## config.mk

```make
export PLATFORM = sky130hd
export DESIGN_NAME = timer_arbiter
export DESIGN_NICKNAME = d
export VERILOG_FILES = /design/src/rtl/timer_arbiter.sv
export SDC_FILE = /design/constraint.sdc
export NUM_CORES = 1
export LEC_CHECK = 0
export CAP_MARGIN = 5
export CORE_MARGIN = 5
export CORE_UTILIZATION = 51
export DETAILED_ROUTE_END_ITERATION = 16
export PLACE_DENSITY_LB_ADDON = 0.08
export SETUP_SLACK_MARGIN = 0.1
export SYNTH_ARGS = -nofsm -noshare
export SYNTH_HDL_FRONTEND = slang
export SYNTH_SLANG_ARGS = --single-unit
```

## constraint.sdc

```tcl
create_clock -name clk -period 5.5 [get_ports clk]
set_clock_uncertainty 0.05 [all_clocks]
set_input_delay 1.1 -clock clk [delete_from_list [all_inputs] [get_ports clk]]
set_output_delay 1.1 -clock clk [all_outputs]
set_load 0.05 [all_outputs]
```

## src/rtl/timer_arbiter.sv

```systemverilog
// rtl/timer_arbiter.sv - round-robin sharing of one interval counter between two requesters
module timer_arbiter #(
    parameter int WIDTH = 4
) (
    input  logic             clk,
    input  logic             reset,
    input  logic             req0,
    input  logic             req1,
    input  logic [WIDTH-1:0] len0,
    input  logic [WIDTH-1:0] len1,
    output logic             gnt0,
    output logic             gnt1,
    output logic             done0,
    output logic             done1,
    output logic [WIDTH-1:0] count,
    output logic             busy
);

    typedef enum logic [1:0] {
        IDLE  = 2'd0,
        COUNT = 2'd1,
        DONE  = 2'd2
    } state_t;

    localparam logic [WIDTH-1:0] ONE = WIDTH'(1);

    state_t           state;
    logic [WIDTH-1:0] len_q;
    logic             last_q;
    logic             sel_q;
    logic             win;
    logic             granted_req;
    logic             terminal;

    // On a tie the requester not served last wins; otherwise the lone requester.
    always_comb begin
        win = req1;
        if (req0 && req1) begin
            win = ~last_q;
        end
    end

    assign granted_req = sel_q ? req1 : req0;
    // len_q of 0 wraps to all-ones, giving a full 2^WIDTH-cycle interval.
    assign terminal    = (count == (len_q - ONE));

    always_ff @(posedge clk) begin
        if (reset) begin
            state  <= IDLE;
            gnt0   <= 1'b0;
            gnt1   <= 1'b0;
            done0  <= 1'b0;
            done1  <= 1'b0;
            busy   <= 1'b0;
            count  <= '0;
            len_q  <= '0;
            sel_q  <= 1'b0;
            last_q <= 1'b1;
        end else begin
            case (state)
                IDLE: begin
                    done0 <= 1'b0;
                    done1 <= 1'b0;
                    count <= '0;
                    if (req0 || req1) begin
                        sel_q  <= win;
                        last_q <= win;
                        len_q  <= win ? len1 : len0;
                        gnt0   <= ~win;
                        gnt1   <= win;
                        busy   <= 1'b1;
                        state  <= COUNT;
                    end else begin
                        busy <= 1'b0;
                    end
                end
                COUNT: begin
                    // Abort has priority over a same-cycle terminal count.
                    if (!granted_req) begin
                        gnt0  <= 1'b0;
                        gnt1  <= 1'b0;
                        count <= '0;
                        busy  <= 1'b0;
                        state <= IDLE;
                    end else if (terminal) begin
                        gnt0  <= 1'b0;
                        gnt1  <= 1'b0;
                        count <= '0;
                        done0 <= ~sel_q;
                        done1 <= sel_q;
                        state <= DONE;
                    end else begin
                        count <= count + ONE;
                    end
                end
                DONE: begin
                    done0 <= 1'b0;
                    done1 <= 1'b0;
                    busy  <= 1'b0;
                    state <= IDLE;
                end
                default: begin
                    gnt0  <= 1'b0;
                    gnt1  <= 1'b0;
                    done0 <= 1'b0;
                    done1 <= 1'b0;
                    busy  <= 1'b0;
                    count <= '0;
                    state <= IDLE;
                end
            endcase
        end
    end

endmodule
```

==> key figures, run 1 <==
Drt
  – Antenna-violating nets left: 0
  – Vias: 811
  – Vias per cell: 5.593
  – Remaining DRCs: 0
  – Iter 0 DRT Violations: 14
  – Drt total wl: between 2000 and 2500 um
  – Drt first pass iters: 4
  – DR WL/cell: 14.19 um

Timing
  – RSZ-0062 raised after global routing: no
  – Max frequency: between 300 and 400 MHz
  – Measured slew at the worst slew-check pin: around 510 ps
  – Final hold viol count: 0
  – Endpoints failing setup: 0
  – Fin crit period: around 2800 ps
  – Tcrit/Tclk final: 0.5157
  – Slew margin rel.: 0.6578
  – Post-route setup TNS: 0 ps
  – Final slew viol count: 0

Yosys
  – Top FF cell, synth: dfxtp_1
  – Most common cell in the netlist: dfxtp_1
  – Synth Area in Compound Gates: 0.2327
  – Cells after Synth: 97
  – Simple-gate share of the synthesized area: 0.1925
  – Top post-synthesis cells by area: dfxtp_1, mux2i_1, xnor2_2, a211oi_1, inv_1
  – Flops & latches, synth: 17
  – Main combinational cell family by area after synthesis: compound AO/OA/AOI/OAI gates
  – Multiplexer share of the synthesized area: 0.05540
  – Post-synthesis adder-cell area fraction: 0.02770
  – Number of enable flip-flop cells after synthesis: 0
  – Synth Area in XOR/XNOR: 0.08172
  – Top-area cell type share of the netlist area: 0.3767
  – Top cells by count, synth: dfxtp_1, inv_1, nor2_1, nand2_1
  – Async set-reset flop share out of synthesis: 0
  – Syn Area/Cell: just over 9 sq um
  – Seq/Total Area, Yosys: 0.3767
  – Syn Nets: about 110
  – Yosys top cell by area: dfxtp_1
  – Synthesis warning total: 0
  – Syn Std Cell Area: ~900 sq um
  – Synth cell types: 41

Global routing
  – All-Layer GR Usage: 0.1671
  – First-pass GRT wire length: 3381 um
  – GR Util met1: 0.2133
  – GR Overflow Total: 0
  – Vias in the first global route: 769
  – Initial antenna violation count: 0
  – Met3 usage: 0.04011
  – Largest net degree at the start of global routing: 13
  – GRT Max-Usage Layer: met2
  – Met2 global-route usage: 0.2741

Setup path
  – CP Launch Type: input pin
  – Critical path data arrival time: about 3000 ps
  – R2R depth: 6
  – R2R setup slack: roughly 3500 ps
  – Crit end category: flip-flop
  – Crit path required time: about 5700 ps
  – Worst-path fanout max: 12
  – Reg-to-Reg Start: len_q[0]
  – Crit path kind: input pin to flip-flop
  – FF-to-FF End: done1

Clock network
  – Clk_lat worst skew: 290 ps
  – Clk sinks: 17
  – Post-CTS Hold Buffers: 0
  – Setup Buffers After CTS: 0
  – Root Driver: clkbuf_4
  – # H-tree levels: 1
  – CTS tree: done
  – Worst-path clk slew: ~110 ps
  – CTS buffer count: 3
  – # resized after CTS: 0
  – Clock Path Buffers: 2

Power and ir drop
  – Power per cell area: about 250 nW/um^2
  – VDD IR max: 0.0001860 V
  – P_leak: about 0.43 nW
  – Pwr Total: 0.2923 mW

Die
  – Die H: ~52 um
  – DIE AREA: 2713 sq um
  – Initial Util: 0.5289
  – # rows: 15
  – Die X: 52.09 um
  – I/O pin count: 21
  – Core region area: 1708 sq um

Hold path
  – Hold Path Cell Cnt: 2
  – Hold Crit Start: busy
  – Min-Delay Path Class: flip-flop to flip-flop
  – WHS Endpoint: busy

Placement
  – RePlAce Congestion: around 0.8
  – PortBufs: 20
  – Final HPWL DP: approximately 1600 um

Cells and area
  – Share of cells above drive strength 1: 0.1000
  – Fillers: 135
  – Area delta synth->final: 28.25%
  – Nets: between 100 and 150
  – Antenna diodes: 0

Flow run
  – Max-Cap Viols: 0

Status
  – Status: complete, no violations
## sequential cells by signal, summed over array words and instances, names as in the netlist
name	count
count	4
gnt1	1
busy	1
done0	1
last_q	1
done1	1
sel_q	1
gnt0	1
len_q	4
state	2
## logic make-up after synthesis
group / count (synthesis)
compound gates: 29
flops: 17
simple gates: 31
xor+xnor: 5
mux: 5
buf+inv: 8
fa+ha+maj: 2
## how the worst max path moves through the flow
stage,from,to,slack [ps]
3_5_place_dp,reset,count[2],2400
4_1_cts,reset,count[2],2710
5_1_grt,reset,count[2],2590
2_1_floorplan,reset,count[2],3340
6_report,reset,count[2],2660
3_3_place_gp,reset,count[2],2540
## cell usage in the layout (no fill, tap or decap), drive strengths merged, types with 4 or more instances in the layout
| master | synthesis | routed |
|---|---|---|
| inv | 7 | 7 |
| o21ai | 7 | 7 |
| mux2i | 5 | 5 |
| a211oi | 4 | 4 |
| nor2 | 8 | 8 |
| dfxtp | 17 | 17 |
| nand2 | 6 | 6 |
| clkdlybuf4s50 | 0 | 20 |
## per-layer routing
| layer | share of wire | up-vias |
|---|---|---|
| met5 | 0 | - |
| met4 | 0.011 | 0 |
| met3 | 0.060 | 4 |
| met2 | 0.48 | 29 |
| met1 | 0.45 | 372 |
| li1 | - | 406 |
## worst max-delay path, cell delays in order
cell and delay [ps]:
clkdlybuf4s50_1 640, or3b_1 530, nor2_2 250, o21ai_1 210, o311ai_1 260
## power breakdown
group | internal (mW) | switching (mW)
clock network | 0.0271 | 0.0425
registers | 0.132 | 0.00974
logic | 0.0351 | 0.0457
total | 0.194 | 0.0980
## cell type report
type / instances / area, sq um / area share
tap: 25 / 31.28 / 0.02700
sequential: 17 / 340.3 / 0.2937
clock buffer: 3 / 22.52 / 0.01944
clock inverter: 1 / 5.005 / 0.004320
inverter: 7 / 26.28 / 0.02268
timing repair buffer: 20 / 200.2 / 0.1728
multi-input combinational: 72 / 533.0 / 0.4600
## per-stage QoR
stage	area, sq um	hold WS [ps]	util	cells	setup WS (ps)
2_1_floorplan	903.4	451.7	-	97	3344
3_3_place_gp	1131	415.4	0.6623	141	2539
3_5_place_dp	1131	405.2	0.6623	141	2402
4_1_cts	1159	433.8	0.6784	145	2711
5_1_grt	1159	455.1	0.6784	145	2594
6_report	1159	432.2	0.6784	145	2664
No activity file was read; power rests on OpenSTA's default activity.
==> inputs of run 2 (changes only) <==
--- a/config.mk
+++ b/config.mk
@@ -7,7 +7,7 @@
 export LEC_CHECK = 0
 export CAP_MARGIN = 5
 export CORE_MARGIN = 5
-export CORE_UTILIZATION = 51
+export CORE_UTILIZATION = 48
 export DETAILED_ROUTE_END_ITERATION = 16
 export PLACE_DENSITY_LB_ADDON = 0.08
 export SETUP_SLACK_MARGIN = 0.1
==> constraint.sdc (replaced) <==
create_clock -name clk -period 2.8 [get_ports clk]
set_clock_uncertainty 0.05 [all_clocks]
set_input_delay 0.56 -clock clk [delete_from_list [all_inputs] [get_ports clk]]
set_output_delay 0.56 -clock clk [all_outputs]
set_load 0.05 [all_outputs]
==> run 2 against run 1 <==
  * Critical endpoint is now count[3]
  * Highest routed layer unchanged
  * Final cell count increased by 0.69%
  * Critical path depth down 4
  * Via count is 0.37% higher
  * Count of clock-buffer cells in the layout up 1
  * First-iteration DRC count is 14% lower
  * Combinational power up 94%
==> key figures, run 2 (synthesized netlist as in run 1, its figures left out) <==
Clock network
  – # resized after CTS: 0 (unchanged)
  – Clk sinks: 17 (unchanged)
  – Clk_lat worst skew: 290 ps (about the same)
  – Root Driver: clkbuf_4
  – CTS buffer count: 3 (unchanged)
  – Worst-path clk slew: 100 ps (about the same)
  – Setup Buffers After CTS: 0 (unchanged)
  – # H-tree levels: 1 (unchanged)
  – CTS tree: done
  – Post-CTS Hold Buffers: 0 (unchanged)
  – Clock Path Buffers: 2 (unchanged)

Setup path
  – Crit path required time: 2190 ps (-3470 ps)
  – Worst Path Buf+Inv: 1 (unchanged)
  – Critical path data arrival time: 1630 ps (-1360 ps)
  – Crit path kind: flip-flop to primary output
  – CP Launch Type: flip-flop
  – Worst-path fanout max: 5 (-7)
  – R2R setup slack: 840 ps (-2680 ps)
  – Cells along the critical path: clkdlybuf4s50_1
  – CP max-delay cell: clkdlybuf4s50_1
  – Crit end category: primary output
  – Delay-heaviest family, CP: buffers and inverters
  – Largest stage delay on the critical path: 850 ps (+210 ps)

Power and ir drop
  – Sequential Power Share: 0.488 (+0.003)
  – Clk pwr share: 0.237 (about the same)
  – Cell Int Power: 0.3848 mW (+98%)
  – Net Switching: 0.1855 mW (+89%)
  – Power per cell area: 489.6 nW/um^2 (+94%)
  – VDD IR max: 0.0003001 V (+61%)
  – P_leak: 0.4350 nW (+0.48%)
  – Switching Fraction: 0.3253 (-0.009989)
  – Comb power frac: 0.275 (about the same)

Drt
  – Remaining DRCs: 0 (unchanged)
  – Antenna-violating nets left: 0 (unchanged)
  – Vias per cell: 5.575 (-0.32%)
  – Iter 0 DRT Violations: 12 (-2)
  – Vias: 814 (+0.37%)
  – Drt first pass iters: 4 (unchanged)
  – DR WL/cell: 13.58 um (-4.3%)
  – Drt total wl: 1983 um (-3.6%)

Placement
  – Setup WS pre-CTS: 537.3 ps (-1865 ps)
  – RePlAce Congestion: 0.8539 (+4.9%)
  – Final HPWL DP: 1530 um (-4.4%)
  – PortBufs: 20 (unchanged)

Cells and area
  – Fillers: 157 (+16%)
  – Area of the multi-input gates: 533.0 sq um (unchanged)
  – Share of cells above drive strength 1: 0.09917 (-0.0008264)
  – Nets: 136 (+0.74%)
  – Most frequent cells in the layout: clkdlybuf4s50_1, dfxtp_1, inv_1, nor2_1, nand2_1
  – Commonest non-fill, non-tap cell in the layout: clkdlybuf4s50_1
  – Antenna diodes: 0 (unchanged)
  – Area delta synth->final: 28.95%
  – Register Area: 340.3 sq um (unchanged)
  – Top flop regs: count: 4 flops, len_q: 4 flops, state: 2 flops

Global routing
  – First-pass GRT wire length: 3367 um (-0.41%)
  – Met2 global-route usage: 0.2796 (+0.005533)
  – Vias in the first global route: 794 (+3.3%)
  – All-Layer GR Usage: 0.1657 (-0.001372)
  – Largest net degree at the start of global routing: 12 (-1)
  – GRT Max-Usage Layer: met2
  – GR Util met1: 0.1892 (-0.02410)
  – GR Overflow Total: 0 (unchanged)
  – Initial antenna violation count: 0 (unchanged)
  – Met3 usage: 0.03944 (-0.0006780)

Timing
  – Tcrit/Tclk final: 0.7996
  – Final slew viol count: 0 (unchanged)
  – Final hold viol count: 0 (unchanged)
  – Slew margin rel.: 0.6644 (+0.006586)
  – Max frequency: ~450 MHz
  – Final setup margin: 561.2 ps (-2103 ps)
  – Post-route setup TNS: 0 ps (unchanged)
  – Endpoints failing setup: 0 (unchanged)
  – Measured slew at the worst slew-check pin: 501.8 ps (-9.849 ps)
  – Fin crit period: around 2200 ps
  – RSZ-0062 raised after global routing: no

Die
  – I/O pin count: 21 (unchanged)
  – Die H: 53.38 um (+2.5%)
  – Core region area: 1764 sq um (+3.3%)
  – Die X: 53.38 um (+2.5%)
  – Initial Util: 0.5121 (-0.01688)
  – # rows: 15 (unchanged)
  – DIE AREA: 2849 sq um (+5.0%)

Hold path
  – Min-Delay Path Class: flip-flop to flip-flop

Flow run
  – Max-Cap Viols: 0 (unchanged)

Status
  – Status: complete, no violations
## run 2: changes by cell type in the layout (fill, tap and decap cells not counted)
cell / before / now
buf_4: 0 / 1
clkbuf_1: 0 / 1
clkinv_2: 1 / 0
## run 2: power groups by stage
stage | logic, mW | registers [mW] | clock network (mW)
after global placement | 0.154 | 0.284 | 0
after global routing | 0.172 | 0.281 | 0.147
final | 0.157 | 0.278 | 0.135
after floorplan | 0.0941 | 0.298 | 0
after detailed placement | 0.158 | 0.283 | 0
after CTS | 0.158 | 0.278 | 0.139
## run 2: path summary, 6_finish.rpt
check,start,to,depth (start not counted)
max,count[3],count[3],1
min,busy,busy,2
max reg2reg,len_q[0],done1,6
min reg2reg,busy,busy,2
## run 2: layout make-up
cell class	count	area share
multi-input cells	72	0.4576
clock buffers	4	0.02256
repair buffers	21	0.1783
inverters	7	0.02256
well taps	25	0.02685
flip-flops and latches	17	0.2922
## run 2: stage by stage
stage          total power, mW  hold slack (ps)  area [sq um]    util  instances
6_report                0.5703            422.2          1165  0.6603        146
3_5_place_dp            0.4412            407.0          1139  0.6454        142
5_1_grt                 0.5996            477.1          1165  0.6603        146
3_3_place_gp            0.4379            415.6          1139  0.6454        142
4_1_cts                 0.5754            431.9          1165  0.6603        146
2_1_floorplan           0.3920            451.7         903.4       -         97
## run 2: per-layer routing
layer / vias up / share of wire
li1: 408 / -
met1: 373 / 0.46
met2: 27 / 0.46
met3: 6 / 0.057
met5: - / 0
met4: 0 / 0.019
